[config.mk]
export PLATFORM = sky130hd
export DESIGN_NAME = sfx_voice_mixer
export DESIGN_NICKNAME = d
export VERILOG_FILES = /design/src/rtl/sfx_pkg.sv /design/src/rtl/sfx_voice.sv /design/src/rtl/sfx_voice_mixer.sv
export SDC_FILE = /design/constraint.sdc
export NUM_CORES = 1
export LEC_CHECK = 0
export ABC_AREA = 1
export BUFFER_PORTS_ARGS = -buffer_cell sky130_fd_sc_hd__buf_2
export CORE_MARGIN = 2
export CORE_UTILIZATION = 52
export DETAILED_ROUTE_END_ITERATION = 10
export GPL_ROUTABILITY_DRIVEN = 1
export PLACE_DENSITY_LB_ADDON = 0.3
export SYNTH_ARGS = -nofsm -noshare
export SYNTH_HDL_FRONTEND = slang
export SYNTH_SLANG_ARGS = --single-unit
[constraint.sdc]
create_clock -name clk -period 2.9 [get_ports clk]
set_input_delay 0.29 -clock clk [delete_from_list [all_inputs] [get_ports clk]]
set_output_delay 0.29 -clock clk [all_outputs]
set_load 0.01 [all_outputs]
[src/rtl/sfx_pkg.sv]
`default_nettype none
// ============================================================================
// Module  : sfx_pkg
// Brief   : Shared types, defaults and the saturating clamp for the SFX mixer.
// Revision: 1.0 - initial release
// ============================================================================
package sfx_pkg;

    localparam int c_ADDR_W_DEFAULT  = 15;
    localparam int c_ROM_LAT_DEFAULT = 2;

    typedef enum logic [2:0] {
        ST_IDLE = 3'd0,
        ST_ADDR = 3'd1,
        ST_ACC  = 3'd2,
        ST_SAT  = 3'd3,
        ST_ADV  = 3'd4
    } mix_state_e;

    function automatic logic [15:0] sat16(input logic signed [31:0] v);
        if (v > 32'sd32767) begin
            return 16'h7FFF;
        end else if (v < -32'sd32768) begin
            return 16'h8000;
        end else begin
            return v[15:0];
        end
    endfunction

endpackage
`default_nettype wire

[src/rtl/sfx_voice.sv]
`default_nettype none
// ============================================================================
// Module  : sfx_voice
// Brief   : One voice: active flag, ROM position, trig/stop/advance and done.
// Revision: 1.0 - initial release
// ============================================================================
module sfx_voice
    import sfx_pkg::*;
#(
    parameter int ADDR_W = c_ADDR_W_DEFAULT
) (
    input  logic              clk,
    input  logic              resetn,
    input  logic              trig,
    input  logic              stop,
    input  logic              loop_en,
    input  logic              advance,
    input  logic [ADDR_W-1:0] voice_len,
    output logic              active,
    output logic [ADDR_W-1:0] pos,
    output logic              done
);

    logic              r_active;
    logic [ADDR_W-1:0] r_pos;
    logic              r_done;

    // trig beats stop, and both beat the end-of-period advance
    always_ff @(posedge clk) begin
        if (!resetn) begin
            r_active <= 1'b0;
            r_pos    <= '0;
            r_done   <= 1'b0;
        end else begin
            r_done <= 1'b0;
            if (trig) begin
                r_active <= 1'b1;
                r_pos    <= '0;
            end else if (stop) begin
                r_active <= 1'b0;
                r_pos    <= '0;
            end else if (advance && r_active) begin
                if (r_pos == voice_len - 1'b1) begin
                    r_pos <= '0;
                    if (!loop_en) begin
                        r_active <= 1'b0;
                        r_done   <= 1'b1;
                    end
                end else begin
                    r_pos <= r_pos + 1'b1;
                end
            end
        end
    end

    assign active = r_active;
    assign pos    = r_pos;
    assign done   = r_done;

endmodule
`default_nettype wire

[src/rtl/sfx_voice_mixer.sv]
`default_nettype none
// ============================================================================
// Module  : sfx_voice_mixer
// Brief   : Multi-voice sample player; mixes voices with saturation per sample_req.
// Revision: 1.0 - initial release
// ============================================================================
module sfx_voice_mixer
    import sfx_pkg::*;
#(
    parameter int NUM_VOICES = 2,
    parameter int ADDR_W     = c_ADDR_W_DEFAULT,
    parameter int ROM_LAT    = c_ROM_LAT_DEFAULT
) (
    input  logic                         clk,
    input  logic                         resetn,
    input  logic                         sample_req,
    input  logic [NUM_VOICES-1:0]        trig,
    input  logic [NUM_VOICES-1:0]        stop,
    input  logic [NUM_VOICES-1:0]        loop_en,
    input  logic [2*NUM_VOICES-1:0]      vol_shift,
    input  logic [ADDR_W*NUM_VOICES-1:0] voice_len,
    output logic [ADDR_W*NUM_VOICES-1:0] rom_addr,
    input  logic [16*NUM_VOICES-1:0]     rom_q,
    output logic signed [15:0]           audio_output,
    output logic [NUM_VOICES-1:0]        voice_done,
    output logic                         overrun
);

    localparam int c_ACC_W = 16 + $clog2(NUM_VOICES) + 1;
    localparam int c_IDX_W = (NUM_VOICES > 1) ? $clog2(NUM_VOICES) : 1;
    localparam int c_CNT_W = (ROM_LAT > 1) ? $clog2(ROM_LAT) : 1;

    mix_state_e                   r_state;
    mix_state_e                   w_state_next;
    logic [c_CNT_W-1:0]           r_lat_cnt;
    logic [c_IDX_W-1:0]           r_idx;
    logic signed [c_ACC_W-1:0]    r_acc;
    logic signed [c_ACC_W-1:0]    w_term;
    logic signed [15:0]           w_shifted;
    logic [15:0]                  r_mix_q;
    logic [15:0]                  r_audio;
    logic                         r_overrun;
    logic [ADDR_W*NUM_VOICES-1:0] r_rom_addr;
    logic [ADDR_W*NUM_VOICES-1:0] w_pos_flat;
    logic [NUM_VOICES-1:0]        w_active;
    logic                         w_adv;
    logic signed [15:0]           w_rom_q [NUM_VOICES];
    logic [1:0]                   w_vol   [NUM_VOICES];

    assign w_adv = (r_state == ST_ADV);

    genvar gi;
    generate
        for (gi = 0; gi < NUM_VOICES; gi++) begin : g_voice
            assign w_rom_q[gi] = rom_q[gi*16 +: 16];
            assign w_vol[gi]   = vol_shift[gi*2 +: 2];

            sfx_voice #(
                .ADDR_W(ADDR_W)
            ) u_voice (
                .clk      (clk),
                .resetn   (resetn),
                .trig     (trig[gi]),
                .stop     (stop[gi]),
                .loop_en  (loop_en[gi]),
                .advance  (w_adv),
                .voice_len(voice_len[gi*ADDR_W +: ADDR_W]),
                .active   (w_active[gi]),
                .pos      (w_pos_flat[gi*ADDR_W +: ADDR_W]),
                .done     (voice_done[gi])
            );
        end
    endgenerate

    always_ff @(posedge clk) begin
        if (!resetn) begin
            r_state <= ST_IDLE;
        end else begin
            r_state <= w_state_next;
        end
    end

    always_comb begin
        w_state_next = r_state;
        case (r_state)
            ST_IDLE: if (sample_req) w_state_next = ST_ADDR;
            ST_ADDR: if (r_lat_cnt == c_CNT_W'(ROM_LAT - 1)) w_state_next = ST_ACC;
            ST_ACC:  if (r_idx == c_IDX_W'(NUM_VOICES - 1)) w_state_next = ST_SAT;
            ST_SAT:  w_state_next = ST_ADV;
            ST_ADV:  w_state_next = ST_IDLE;
            default: w_state_next = ST_IDLE;
        endcase
    end

    // Active is sampled per voice at its own ACC slot, so late trig/stop only reach later voices
    always_comb begin
        w_shifted = w_rom_q[r_idx] >>> w_vol[r_idx];
        w_term    = '0;
        if (w_active[r_idx]) begin
            w_term = {{(c_ACC_W-16){w_shifted[15]}}, w_shifted};
        end
    end

    always_ff @(posedge clk) begin
        if (!resetn) begin
            r_audio    <= '0;
            r_mix_q    <= '0;
            r_acc      <= '0;
            r_idx      <= '0;
            r_lat_cnt  <= '0;
            r_overrun  <= 1'b0;
            r_rom_addr <= '0;
        end else begin
            // A request while busy still gets the last finished mix; it is not queued
            if (sample_req) begin
                r_audio <= r_mix_q;
                if (r_state != ST_IDLE) r_overrun <= 1'b1;
            end
            case (r_state)
                ST_IDLE: begin
                    if (sample_req) begin
                        r_lat_cnt  <= '0;
                        r_rom_addr <= w_pos_flat;
                    end
                end
                ST_ADDR: begin
                    r_lat_cnt <= r_lat_cnt + 1'b1;
                    r_acc     <= '0;
                    r_idx     <= '0;
                end
                ST_ACC: begin
                    r_acc <= r_acc + w_term;
                    r_idx <= r_idx + 1'b1;
                end
                ST_SAT: begin
                    r_mix_q <= sat16({{(32-c_ACC_W){r_acc[c_ACC_W-1]}}, r_acc});
                end
                default: ;
            endcase
        end
    end

    assign audio_output = r_audio;
    assign rom_addr     = r_rom_addr;
    assign overrun      = r_overrun;

endmodule
`default_nettype wire
After elaboration in Yosys (flattened, before gate mapping) --
Index checks and enable logic that the tools add are counted.
Storage, ports and cells: register bits 120, logic and storage cells 96, output and inout port bits 49
Operators by class: equality and inequality tests 11, order comparisons 4, mux-type cells 33, reductions and logical operators 20, add/sub/neg operators 7, bitwise gates (word level) 6, shift-type cells 1
Operators with widths (count):
- 2-to-1 mux 16 bit | 5
- case mux 18 bit (2 select lines) | 1
- adder 15 x 1 -> 15 bit (second input constant) | 2
- equality test 15 bit | 2
- 2-to-1 mux 15 bit | 2
- subtractor 15 x 1 -> 15 bit (second input constant) | 2
- adder 18 bit | 1
- greater-than comparator 18 x 16 -> 1 bit (second input constant) | 1
- less-than comparator 18 x 16 -> 1 bit (second input constant) | 1
- 2-to-1 mux 18 bit | 1
- >>> shifter 16 x 2 -> 16 bit | 1
- 2-to-1 mux 1 bit | 15
- nonzero test 3 bit | 5
- case mux 3 bit (4 select lines) | 1
- OR reduction 5 bit | 2
- 2-to-1 mux 3 bit | 3
- AND reduction 3 bit | 3
- equality test 3 x 2 -> 1 bit (second input constant) | 2
- 2-to-1 mux 2 bit | 3
- != test 2 bit (second input constant) | 3
- != test 3 bit (second input constant) | 2
- AND reduction 2 bit | 3
- OR reduction 3 bit | 2
- inverter 1 bit | 5
- other kinds (10) | 14

Logic depth before layout (Yosys ltp) --
Gate-level depths: netlist (run 1).
word-level depth 8, gate-level depth with buffers 21, mapped depth without buffers 21

Hierarchy --
A second synthesis (run 1) with hierarchy kept.
Second synthesis, totals: cell total of the unflattened synthesis 1213, area total of the unflattened synthesis 7698.6 µm²
By module, submodules not included:
- sfx_voice_mixer | times used 1, seq. area each 1721.7 µm², cells each 684, area each 4560.6 µm²
- sfx_voice (g_voice[0].u_voice) | times used 1, seq. area each 340.3 µm², cells each 294, area each 1715.4 µm²
- sfx_voice (g_voice[1].u_voice) | times used 1, seq. area each 340.3 µm², cells each 235, area each 1422.6 µm²

Least setup slack after synthesis (run 1) --
Ideal clock, no wire load.
kind reg2reg, start register r_idx, end register r_acc[14], cell stages (with the launch flop) 22, data required time 2.768 ns, buffers on the path 1, arrival time 2.829 ns, slack -0.062 ns, clock period less this slack 2.962 ns, path through dfxtp_1 inv_2 or2_2 o21ai_2 inv_1 clkbuf_1 o21ai_0 a22oi_1 nor2_1 ha_1 inv_1 fa_1 inv_1 nand3_1 nand2_1 nand4_1 o2111ai_1 a21oi_1 nor2_1 nor2_1 nand2_1 a21oi_1
On the way: word-level cells in the longest chain between the ends 8
RTL lines:
- start: declaration | RTL line sfx_voice_mixer.sv:36 | logic [c_IDX_W-1:0] r_idx;
- start signal: assignment | RTL line sfx_voice_mixer.sv:133 | r_idx <= r_idx + 1'b1;
- inverter 1 -> 2 bit (not written as such) | RTL line sfx_voice_mixer.sv:97 | w_shifted = w_rom_q[r_idx] >>> w_vol[r_idx];
- 2-to-1 mux 16 bit (not written as such) or 2-to-1 mux 2 bit (tied branches) (3 in series) | RTL line sfx_voice_mixer.sv:97
- >>> shifter 16 x 2 -> 16 bit | RTL line sfx_voice_mixer.sv:97
- 2-to-1 mux 18 bit (*) | RTL line sfx_voice_mixer.sv:99 | if (w_active[r_idx]) begin
- adder 18 bit (*) | RTL line sfx_voice_mixer.sv:132 | r_acc <= r_acc + w_term;
- case mux 18 bit (2 select lines) (*) | RTL line sfx_voice_mixer.sv:119 | case (r_state)
- end signal: assignment | RTL line sfx_voice_mixer.sv:132
- end: declaration | RTL line sfx_voice_mixer.sv:37 | logic signed [c_ACC_W-1:0] r_acc;
Every way passes the cells marked *; elsewhere a longest branch is shown, timed or not. The select of a mux whose other input is x is not followed. A chain may end at the register's enable or synchronous reset.

Final worst setup path (run 1) --
Ends and elaborated chain as after synthesis.

==> impl_metrics.tcl, run 1 <==
set metrics [dict create \
    status "complete, no violations" \
    synthDominantCellAreaShare_pct 30.3 \
    r2r_cells 20 \
    r2r-end "r_acc[14]" \
    p_switching_mw 1.78 \
    worst_ep_arrival_time_ns 3.14 \
    hold_path_class "primary input to flop" \
    fmax_mhz 352 \
    dp_hpwl_um 15700 \
    drtPass1Iterations 5 \
    fp.dieW_um 128 \
    syn-cell-area_sq_um 7930 \
    final_area_sq_um 9840 \
    pwr-share-seq_pct 33.8 \
    grt_max_degree 44 \
    slew_headroom_pct 42.3 \
    clk_path_buf_depth 2 \
    slew_violations 0 \
    grt_pass1_wl_um 33800 \
    synth_area_leaders "dfxtp_1 30%, nand2_1 13%, a21oi_1 7.6%, nor2_1 6.2%, inv_1 6.1%" \
    h-tree-depth 4 \
    synth_ff_type "dfxtp_1" \
    cp_top_family "simple AND/OR/NAND/NOR gates" \
    drtAntennaViolNets 0 \
    cts_tree "done" \
    dr.first_iter.drc_count 490 \
    yosysSeqAreaShare_pct 30.3 \
    fp.dieH_um 128 \
    worst_pin_slew_ns 0.865 \
    cp_slowest_cell "dfxtp_2" \
    syn_inst 1203 \
    port_buffers 123 \
    num_vias 8220 \
    gp_congestion 0.936 \
    maxCapViolCount 0 \
    powerDensity_nw_per_um2 568 \
    coreArea_sq_um 15000 \
    insertion_delay_ns 0.41 \
    nets 1458 \
    antenna_found_initial 0 \
    overflow 0 \
    multi_input_area_sq_um 5010 \
    max_stage_delay_ns 0.35 \
    cp_cell_sequence "buf_8 -> o21ai_4 -> buf_6 -> buf_6 -> a31oi_1 -> a22oi_1 -> nor2_1 -> ha_2 -> inv_1 -> fa_2 -> inv_2 -> nand3_2 -> nand2_2 -> nand4_1 -> o2111ai_4 -> a21oi_2 -> nor2_1 -> nor2_1 -> nand2_1 -> a21oi_2" \
    yosysWarnings 0 \
    drt-wirelength-per-cell_um 13.2 \
    track_usage_pct 25.2 \
    cts_root_buf "clkbuf_16" \
    worstHoldStart "trig[0]" \
    async_reset_ff_share_pct 0 \
    fin_skew_ns 0.0140 \
    ios 124 \
    synth_edf_count 0 \
    rr_startpoint "r_idx" \
    whs_path_depth 3 \
    initial_utilization_pct 52.8 \
    power_frac_clock_pct 38.0 \
    totalWireLength_um 20700 \
    syn_area_per_cell_sq_um 6.60 \
    dpl_cell_area_sq_um 8970 \
    synth_fp_nets 1300 \
    ys_types 59 \
    dieArea_sq_um 16300 \
    cts_buffers 17 \
    setup_viol 0 \
    pwr-share-comb_pct 28.2 \
    peakVddDrop_v 0.000504 \
    synth_top_area_cell "dfxtp_1" \
    leakage_nw 4.45 \
    vias_per_cell 5.26 \
    crit_top_cell "nor2_1" \
    ys_ff_latch 120 \
    critPathBufInv 5 \
    grt_pass1_vias 7627 \
    drc 0 \
    seq_area_sq_um 2400 \
    hold_end "g_voice[0].u_voice.active" \
    p_int_mw 3.80 \
    period_needed_ns 2.84 \
    swShare_pct 31.9 \
    syn2layout_area_growth_pct 24.0 \
    grt_setup_unrepaired "yes" \
    crit_path_end_kind "flop" \
    worstSetupStartpointType "flop" \
    setup_tns_ns 0 \
    hold_viol 0 \
    cp.required_ns 3.20 \
    crit_type "flop to flop" \
    drive_gt1_share_pct 24.6 \
    fillers 1369 \
    worst-path-max-fanout 19 \
    regToRegSetupSlack_ns 0.06 \
    antenna_cells 0 \
    period_share_pct 97.9 \
    clk_pin_slew_ns 0.06 \
    rows 45 \
    clock_sinks 120 \
]
-- stage by stage --
step / utilization (%) / power, mW / setup WS [ns] / cells / hold WS [ns]
3_3_place_gp: 59.7 / 3.35 / -0.0164 / 1522 / 0.430
3_5_place_dp: 59.7 / 3.37 / -0.0811 / 1522 / 0.435
5_1_grt: 65.4 / 5.91 / -0.138 / 1562 / 0.152
2_1_floorplan: - / 2.85 / 0.0268 / 1203 / 0.424
6_report: 65.4 / 5.58 / 0.0603 / 1562 / 0.145
4_1_cts: 63.8 / 5.50 / -0.0445 / 1555 / 0.130
-- final cells by class --
type / count / area share (%)
sequential: 120 / 24.4
multi-input combinational: 903 / 51.0
tap: 188 / 2.39
timing repair buffer: 179 / 10.7
inverter: 140 / 5.38
clock buffer: 21 / 4.58
clock inverter: 11 / 1.51
-- how the worst max path moves through the flow --
stage / cells after the start / start / endpoint
detailed placement: 19 / vol_shift[2] / r_acc[16]
CTS: 19 / r_idx / r_acc[14]
global route: 20 / r_idx / r_acc[14]
floorplan: 21 / r_idx / r_acc[14]
global placement: 20 / vol_shift[2] / r_acc[14]
finish: 20 / r_idx / r_acc[14]
-- power by group through the flow --
stage	Combinational, mW	Sequential (mW)	Clock, mW
3_5_place_dp	1.45	1.92	0
6_report	1.57	1.89	2.12
5_1_grt	1.77	1.90	2.24
4_1_cts	1.47	1.88	2.14
3_3_place_gp	1.44	1.92	0
2_1_floorplan	0.889	1.96	0
-- cells by family (layout without fill, tap and decap cells) --
family | after synthesis | count (layout) | share of synthesized area [%]
DFF | 120 | 120 | 30.3
AOI/OAI and AO/OA | 258 | 258 | 17.8
buffers and inverters | 180 | 351 | 8.94
adders and majority gates | 22 | 22 | 3.56
and+or+nand+nor | 570 | 570 | 33.3
muxes | 5 | 5 | 0.631
xor gates and xnor gates | 48 | 48 | 5.57
-- routing by layer --
| metal | vias up | global-route usage [%] | routed length (um) |
|---|---|---|---|
| met5 | - | 0 | 0 |
| met2 | 179 | 45.0 | 10500 |
| met3 | 37 | 4.52 | 688 |
| met4 | 0 | 9.24 | 424 |
| li1 | 4262 | - | - |
| met1 | 3742 | 30.3 | 9080 |
-- Yosys cell counts, types with 3 or more instances --
| cell type | instances |
|---|---|
| xnor2_1 | 23 |
| a21oi_1 | 121 |
| clkbuf_1 | 29 |
| nand3_2 | 6 |
| buf_2 | 6 |
| inv_2 | 8 |
| inv_1 | 129 |
| o22ai_1 | 3 |
| nand3b_1 | 6 |
| nor3_2 | 3 |
| o21bai_1 | 3 |
| nand4_1 | 13 |
| o21ai_1 | 8 |
| dfxtp_1 | 120 |
| mux2i_1 | 5 |
| nor3_1 | 12 |
| nor2_2 | 29 |
| a22oi_1 | 3 |
| o21ai_0 | 85 |
| a21oi_2 | 10 |
| nand3_1 | 68 |
| xor2_1 | 23 |
| nand2_2 | 5 |
| nand2_4 | 3 |
| or2_2 | 11 |
| ha_1 | 21 |
| nor2_1 | 132 |
| a31oi_1 | 12 |
| nand2_1 | 267 |
-- placed cells by master, fill, tap and decap left out, types with 5 or more instances in the layout --
| cell type | n |
|---|---|
| buf_4 | 52 |
| buf_2 | 123 |
| ha_1 | 18 |
| nand2_1 | 263 |
| nand4_1 | 13 |
| mux2i_1 | 5 |
| o21ai_0 | 76 |
| or2_2 | 10 |
| nor2_1 | 130 |
| o21ai_1 | 12 |
| o21ai_2 | 5 |
| a31oi_1 | 8 |
| inv_1 | 127 |
| clkbuf_16 | 17 |
| nand3_2 | 8 |
| dfxtp_1 | 119 |
| a21oi_1 | 107 |
| nor2_2 | 30 |
| inv_2 | 10 |
| a21oi_2 | 24 |
| nand3b_1 | 6 |
| xnor2_1 | 23 |
| xor2_1 | 23 |
| nand2_2 | 9 |
| nand3_1 | 66 |
| nor3_1 | 12 |
-- state kept, by name, summed over array words and instances, names as in the netlist --
| register | flops |
|---|---|
| g_voice.u_voice.pos | 30 |
| r_state | 3 |
| g_voice.u_voice.done | 2 |
| r_idx | 1 |
| r_mix_q | 16 |
| g_voice.u_voice.active | 2 |
| rom_addr | 30 |
| r_acc | 18 |
| r_lat_cnt | 1 |
| overrun | 1 |
| audio_output | 16 |
-- worst reg2reg max path: stages, from the launching register on --
cell       delay, ns
dfxtp_2         0.35
buf_8           0.18
o21ai_4         0.09
buf_6           0.14
buf_6           0.13
a31oi_1         0.14
a22oi_1         0.09
nor2_1          0.16
ha_2            0.20
inv_1           0.06
fa_2            0.33
inv_2           0.07
nand3_2         0.06
nand2_2         0.10
nand4_1         0.15
o2111ai_4       0.14
a21oi_2         0.09
nor2_1          0.10
nor2_1          0.04
nand2_1         0.07
a21oi_2         0.05
-- timing repair --
item / 4_1_cts / 5_1_grt
endpoints found under the hold margin: 0 / 0
resized for setup: 6 / 52
pin swaps: 1 / 17
hold buffers: 0 / 0
buffers inserted: 1 / 7
setup endpoints to repair: 8 / 14
Note: power is estimated with default switching activity, not from simulation.
==> run 2, diff against run 1 <==
Settings changed: CORE_ASPECT_RATIO set to 0.5.
==> run 2 against run 1 <==
Power is 1.6% higher. Die area is 0.37% higher. Worst hold slack worse by 0.0098 ns. Global-route usage is 1.3 points higher. Non-clock buffer count is 8 lower. The run now ends with setup timing left. Maximum frequency is 3.0% lower. Sequential power hardly changed. Cell count is 0.13% higher.
==> impl_metrics.tcl, run 2 (synthesis results as in run 1) <==
set metrics [dict create \
    worst_pin_slew_ns 0.824 \
    fmax_mhz 341 \
    crit_path_end_kind "flop" \
    dp_hpwl_um 16100 \
    setup_tns_ns -0.0289 \
    final_cell_mix "262 x nand2_1, 131 x nor2_1, 125 x inv_1" \
    worst_ep_arrival_time_ns 3.28 \
    drt-wirelength-per-cell_um 13.9 \
    antenna_cells 0 \
    coreArea_sq_um 14700 \
    grt_setup_unrepaired "yes" \
    track_usage_pct 26.5 \
    drive_gt1_share_pct 25.6 \
    initial_utilization_pct 54.0 \
    clk_pin_slew_ns 0.06 \
    fp.dieH_um 91.3 \
    clk_path_buf_depth 2 \
    slew_violations 0 \
    drc 0 \
    grt_max_degree 62 \
    swShare_pct 33.8 \
    setup_viol 1 \
    port_buffers 123 \
    clock_sinks 120 \
    grt_pass1_wl_um 35400 \
    failed_checks "setup timing" \
    grt_pass1_vias 7709 \
    cp.required_ns 3.25 \
    syn2layout_area_growth_pct 25.2 \
    drtAntennaViolNets 0 \
    worstSetupStartpointType "flop" \
    totalWireLength_um 21800 \
    regToRegSetupSlack_ns -0.03 \
    pwr-share-comb_pct 28.8 \
    post-place-ws_ns -0.113 \
    nets 1450 \
    p_switching_mw 1.92 \
    period_needed_ns 2.93 \
    power_frac_clock_pct 37.9 \
    r2r_cells 18 \
    cts_buffers 17 \
    period_share_pct 101 \
    final_area_sq_um 9940 \
    powerDensity_nw_per_um2 571 \
    overflow 0 \
    dr.first_iter.drc_count 534 \
    p_int_mw 3.75 \
    rows 31 \
    num_vias 8281 \
    insertion_delay_ns 0.42 \
    pwr-share-seq_pct 33.3 \
    maxCapViolCount 0 \
    crit_type "flop to flop" \
    setup_slack_ns -0.0289 \
    drtPass1Iterations 5 \
    timing.hold.ws_ns 0.135 \
    antenna_found_initial 0 \
    worst-path-max-fanout 6 \
    vias_per_cell 5.29 \
    dieArea_sq_um 16300 \
    ios 124 \
    fin_util_pct 67.6 \
    h-tree-depth 4 \
    layout_commonest_cell "nand2_1" \
    dpl_cell_area_sq_um 8910 \
    peakVddDrop_v 0.000447 \
    hold_path_class "primary input to flop" \
    hold_viol 0 \
    status "finished with violations" \
    whs_path_depth 3 \
    fin_skew_ns 0.00808 \
    cts_root_buf "clkbuf_16" \
    leakage_nw 4.40 \
    cts_tree "done" \
    gp_congestion 0.970 \
    slew_headroom_pct 44.8 \
    fp.dieW_um 179 \
]
run 2: cell types whose count changed in the layout (fill, tap and decap cells not counted), moves of 3 or more:
cell / before / now
ha_4: 2 / 8
a21oi_4: 0 / 3
inv_6: 0 / 3
a31oi_1: 8 / 5
a31oi_2: 3 / 6
ha_1: 18 / 12
a21oi_1: 107 / 102
buf_4: 52 / 44
run 2: area by class of cell:
cell class,count,area [sq um]
fillers,1305,4760
repair buffers,171,995
flip-flops and latches,120,2410
inverters,140,532
multi-input cells,903,5160
clock inverters,12,140
well taps,198,248
clock buffers,20,457
run 2: worst max-delay path, stage by stage, from the launching register on:
cell and delay (ns):
dfxtp_4 0.36, inv_4 0.05, or2_4 0.23, o21ai_4 0.09
buf_6 0.16, nor2_1 0.05, a31oi_1 0.29, nand2_1 0.13
a21oi_2 0.21, ha_4 0.25, a21oi_4 0.17, nand2_4 0.08
nand4_1 0.12, o2111ai_4 0.16, a21oi_2 0.20, nor2_1 0.06
nor2_1 0.09, nand2_1 0.07, a21oi_1 0.11
run 2: what timing repair did:
action | 4_1_cts | 5_1_grt
hold buffers | 0 | 0
pin swaps | 4 | 31
cloned | 0 | 1
resized for setup | 14 | 67
endpoints found under the setup margin | 7 | 13
setup buffers | 2 | 7
run 2: layer usage:
layer / track usage (%) / wire (um) / vias to the layer above
li1: - / - / 4235
met1: 35.6 / 10400 / 3841
met2: 44.3 / 10200 / 181
met3: 4.48 / 852 / 24
met4: 6.71 / 267 / 0
met5: 0 / 0 / -
run 2: power groups by stage:
| stage | logic, mW | clock network, mW | registers (mW) |
|---|---|---|---|
| CTS | 1.45 | 2.15 | 1.88 |
| global placement | 1.39 | 0 | 1.91 |
| floorplan | 0.889 | 0 | 1.96 |
| detailed placement | 1.42 | 0 | 1.92 |
| finish | 1.64 | 2.15 | 1.89 |
| global route | 1.82 | 2.24 | 1.91 |
run 2: final timing paths:
| check | startpoint | endpoint |
|---|---|---|
| worst max-delay path | r_idx | r_acc[14] |
| worst min-delay path | trig[1] | g_voice[1].u_voice.active |
| worst max register to register | r_idx | r_acc[14] |
| worst min register to register | rom_addr[4] | rom_addr[4] |
run 2: stage by stage:
stage | std cells | total power [mW]
finish | 1564 | 5.67
CTS | 1556 | 5.48
global placement | 1522 | 3.31
global route | 1564 | 5.96
floorplan | 1203 | 2.85
detailed placement | 1522 | 3.34
==> run 3, diff against run 2 <==
Settings changed: CORE_MARGIN 2 to 1.
==> run 3 against run 2 <==
The run still ends with setup timing left. Utilization rose by 1.1 points. Combinational power rose by 6%. Worst setup slack improved by 0.0095 ns. Count of clock-buffer cells in the layout rose by 3. Clock skew fell by 0.0017 ns. Highest routed layer unchanged.
==> impl_metrics.tcl, run 3 (synthesis results as in run 1) <==
set metrics [dict create \
    fp.dieW_um 177 \
    clock_sinks 120 \
    antenna_cells 0 \
    maxCapViolCount 0 \
    dp_hpwl_um 16100 \
    cts_buffers 17 \
    crit_path_end_kind "flop" \
    worst_ep_arrival_time_ns 3.22 \
    failed_checks "setup timing" \
    rr_startpoint "r_idx" \
    h-tree-depth 4 \
    hold_viol 0 \
    initial_utilization_pct 54.1 \
    grt_max_degree 62 \
    cts_tree "done" \
    layout_commonest_cell "nand2_1" \
    slew_violations 0 \
    insertion_delay_ns 0.41 \
    peakVddDrop_v 0.000443 \
    cts_hold_buf 0 \
    track_usage_pct 27.4 \
    cts_root_buf "clkbuf_16" \
    setup_slack_ns -0.0193 \
    ios 124 \
    drc 0 \
    hold_end "g_voice[0].u_voice.active" \
    powerDensity_nw_per_um2 555 \
    grt_pass1_wl_um 34500 \
    totalWireLength_um 22000 \
    fin_skew_ns 0.00637 \
    num_vias 8349 \
    vias_per_cell 5.30 \
    dr.first_iter.drc_count 482 \
    worstHoldStart "trig[0]" \
    r2r-end "r_acc[12]" \
    worst-path-max-fanout 6 \
    clk_path_buf_depth 2 \
    overflow 0 \
    setup_viol 2 \
    hold_path_class "primary input to flop" \
    drtAntennaViolNets 0 \
    worst_pin_slew_ns 0.736 \
    port_buffers 123 \
    period_needed_ns 2.92 \
    gp_congestion 0.944 \
    grt_setup_unrepaired "yes" \
    fmax_mhz 343 \
    fp.dieH_um 89.3 \
    total_power_mw 5.59 \
    drtPass1Iterations 5 \
    leakage_nw 4.48 \
    status "finished with violations" \
    grt_pass1_vias 7362 \
    rows 31 \
    dieArea_sq_um 15800 \
    antenna_found_initial 0 \
    drive_gt1_share_pct 27.7 \
    syn2layout_area_growth_pct 27.0 \
    drt-wirelength-per-cell_um 14.0 \
    final_cell_mix "254 x nand2_1, 129 x nor2_1, 123 x inv_1, 123 x buf_2, 119 x dfxtp_1" \
    cp.required_ns 3.20 \
    clk_pin_slew_ns 0.06 \
    nets 1462 \
    coreArea_sq_um 14700 \
    worstSetupStartpointType "flop" \
    setup_tns_ns -0.0265 \
    regToRegSetupSlack_ns -0.02 \
    slew_headroom_pct 50.8 \
    crit_type "flop to flop" \
    period_share_pct 101 \
    whs_path_depth 3 \
    r2r_cells 19 \
]
run 3: changes by cell type in the layout (fill, tap and decap cells not counted), moves of 6 or more:
cell	delta
nand2_1	-8
a21oi_1	-6
nand2_2	+8
buf_4	+10
a21oi_2	+8
run 3: stage by stage:
step	area [sq um]	utilization, %	hold slack [ns]	setup WS [ns]	instances
after floorplan	7940	-	0.424	0.0268	1203
after global placement	9000	61.4	0.430	-0.0357	1531
after detailed placement	9000	61.4	0.437	-0.109	1531
after CTS	9600	65.5	0.121	-0.0189	1564
after global routing	10100	68.7	0.135	-0.169	1575
final	10100	68.7	0.127	-0.0193	1575
run 3: critical path, stage by stage, from the launching register on:
cell and delay (ns):
dfxtp_4 0.36, inv_4 0.05, or2_2 0.28, o21ai_2 0.08, inv_1 0.09, a31oi_1 0.14
a22oi_1 0.08, nor2_1 0.14, ha_2 0.21, inv_2 0.05, fa_2 0.35, inv_2 0.08
nand3_2 0.07, nand2_2 0.10, nand4_1 0.17, o2111ai_4 0.14, buf_4 0.16, a21oi_1 0.04
o21ai_0 0.10, a21oi_1 0.09
run 3: what timing repair did:
item	in CTS	in global routing
endpoints found under the setup margin	10	14
setup buffers	2	11
gates cloned	0	0
pin swaps	2	51
resized for setup	13	99
run 3: metal layers:
metal / wire length, um / part of all wire (%) / track usage, % / vias to the layer above
met5: 0 / 0 / 0 / -
met2: 10300 / 47 / 46.0 / 217
met1: 10200 / 46 / 36.0 / 3834
li1: - / - / - / 4259
met4: 461 / 2.1 / 8.39 / 0
met3: 1100 / 5.0 / 5.06 / 39
run 3: power breakdown:
part	internal (mW)	switching, mW
Clock	1.21	0.745
Combinational	0.692	1.05
Sequential	1.80	0.0839
run 3: worst max path at each step:
stage / end / cells past startpoint / slack [ns] / startpoint
after floorplan: r_acc[14] / 21 / 0.03 / r_idx
after global placement: r_acc[10] / 18 / -0.04 / vol_shift[2]
after detailed placement: r_acc[10] / 18 / -0.11 / vol_shift[2]
after CTS: r_acc[16] / 20 / -0.02 / r_idx
after global routing: r_acc[17] / 17 / -0.17 / r_idx
final: r_acc[12] / 19 / -0.02 / r_idx
run 3: area by class of cell:
cell class	instances	area, sq um
Multi-Input combinational cell	903	5240
Fill cell	1289	4590
Sequential cell	120	2410
Timing Repair Buffer	183	1110
Inverter	140	534
Clock buffer	23	468
Tap cell	198	248
Clock inverter	8	73.8
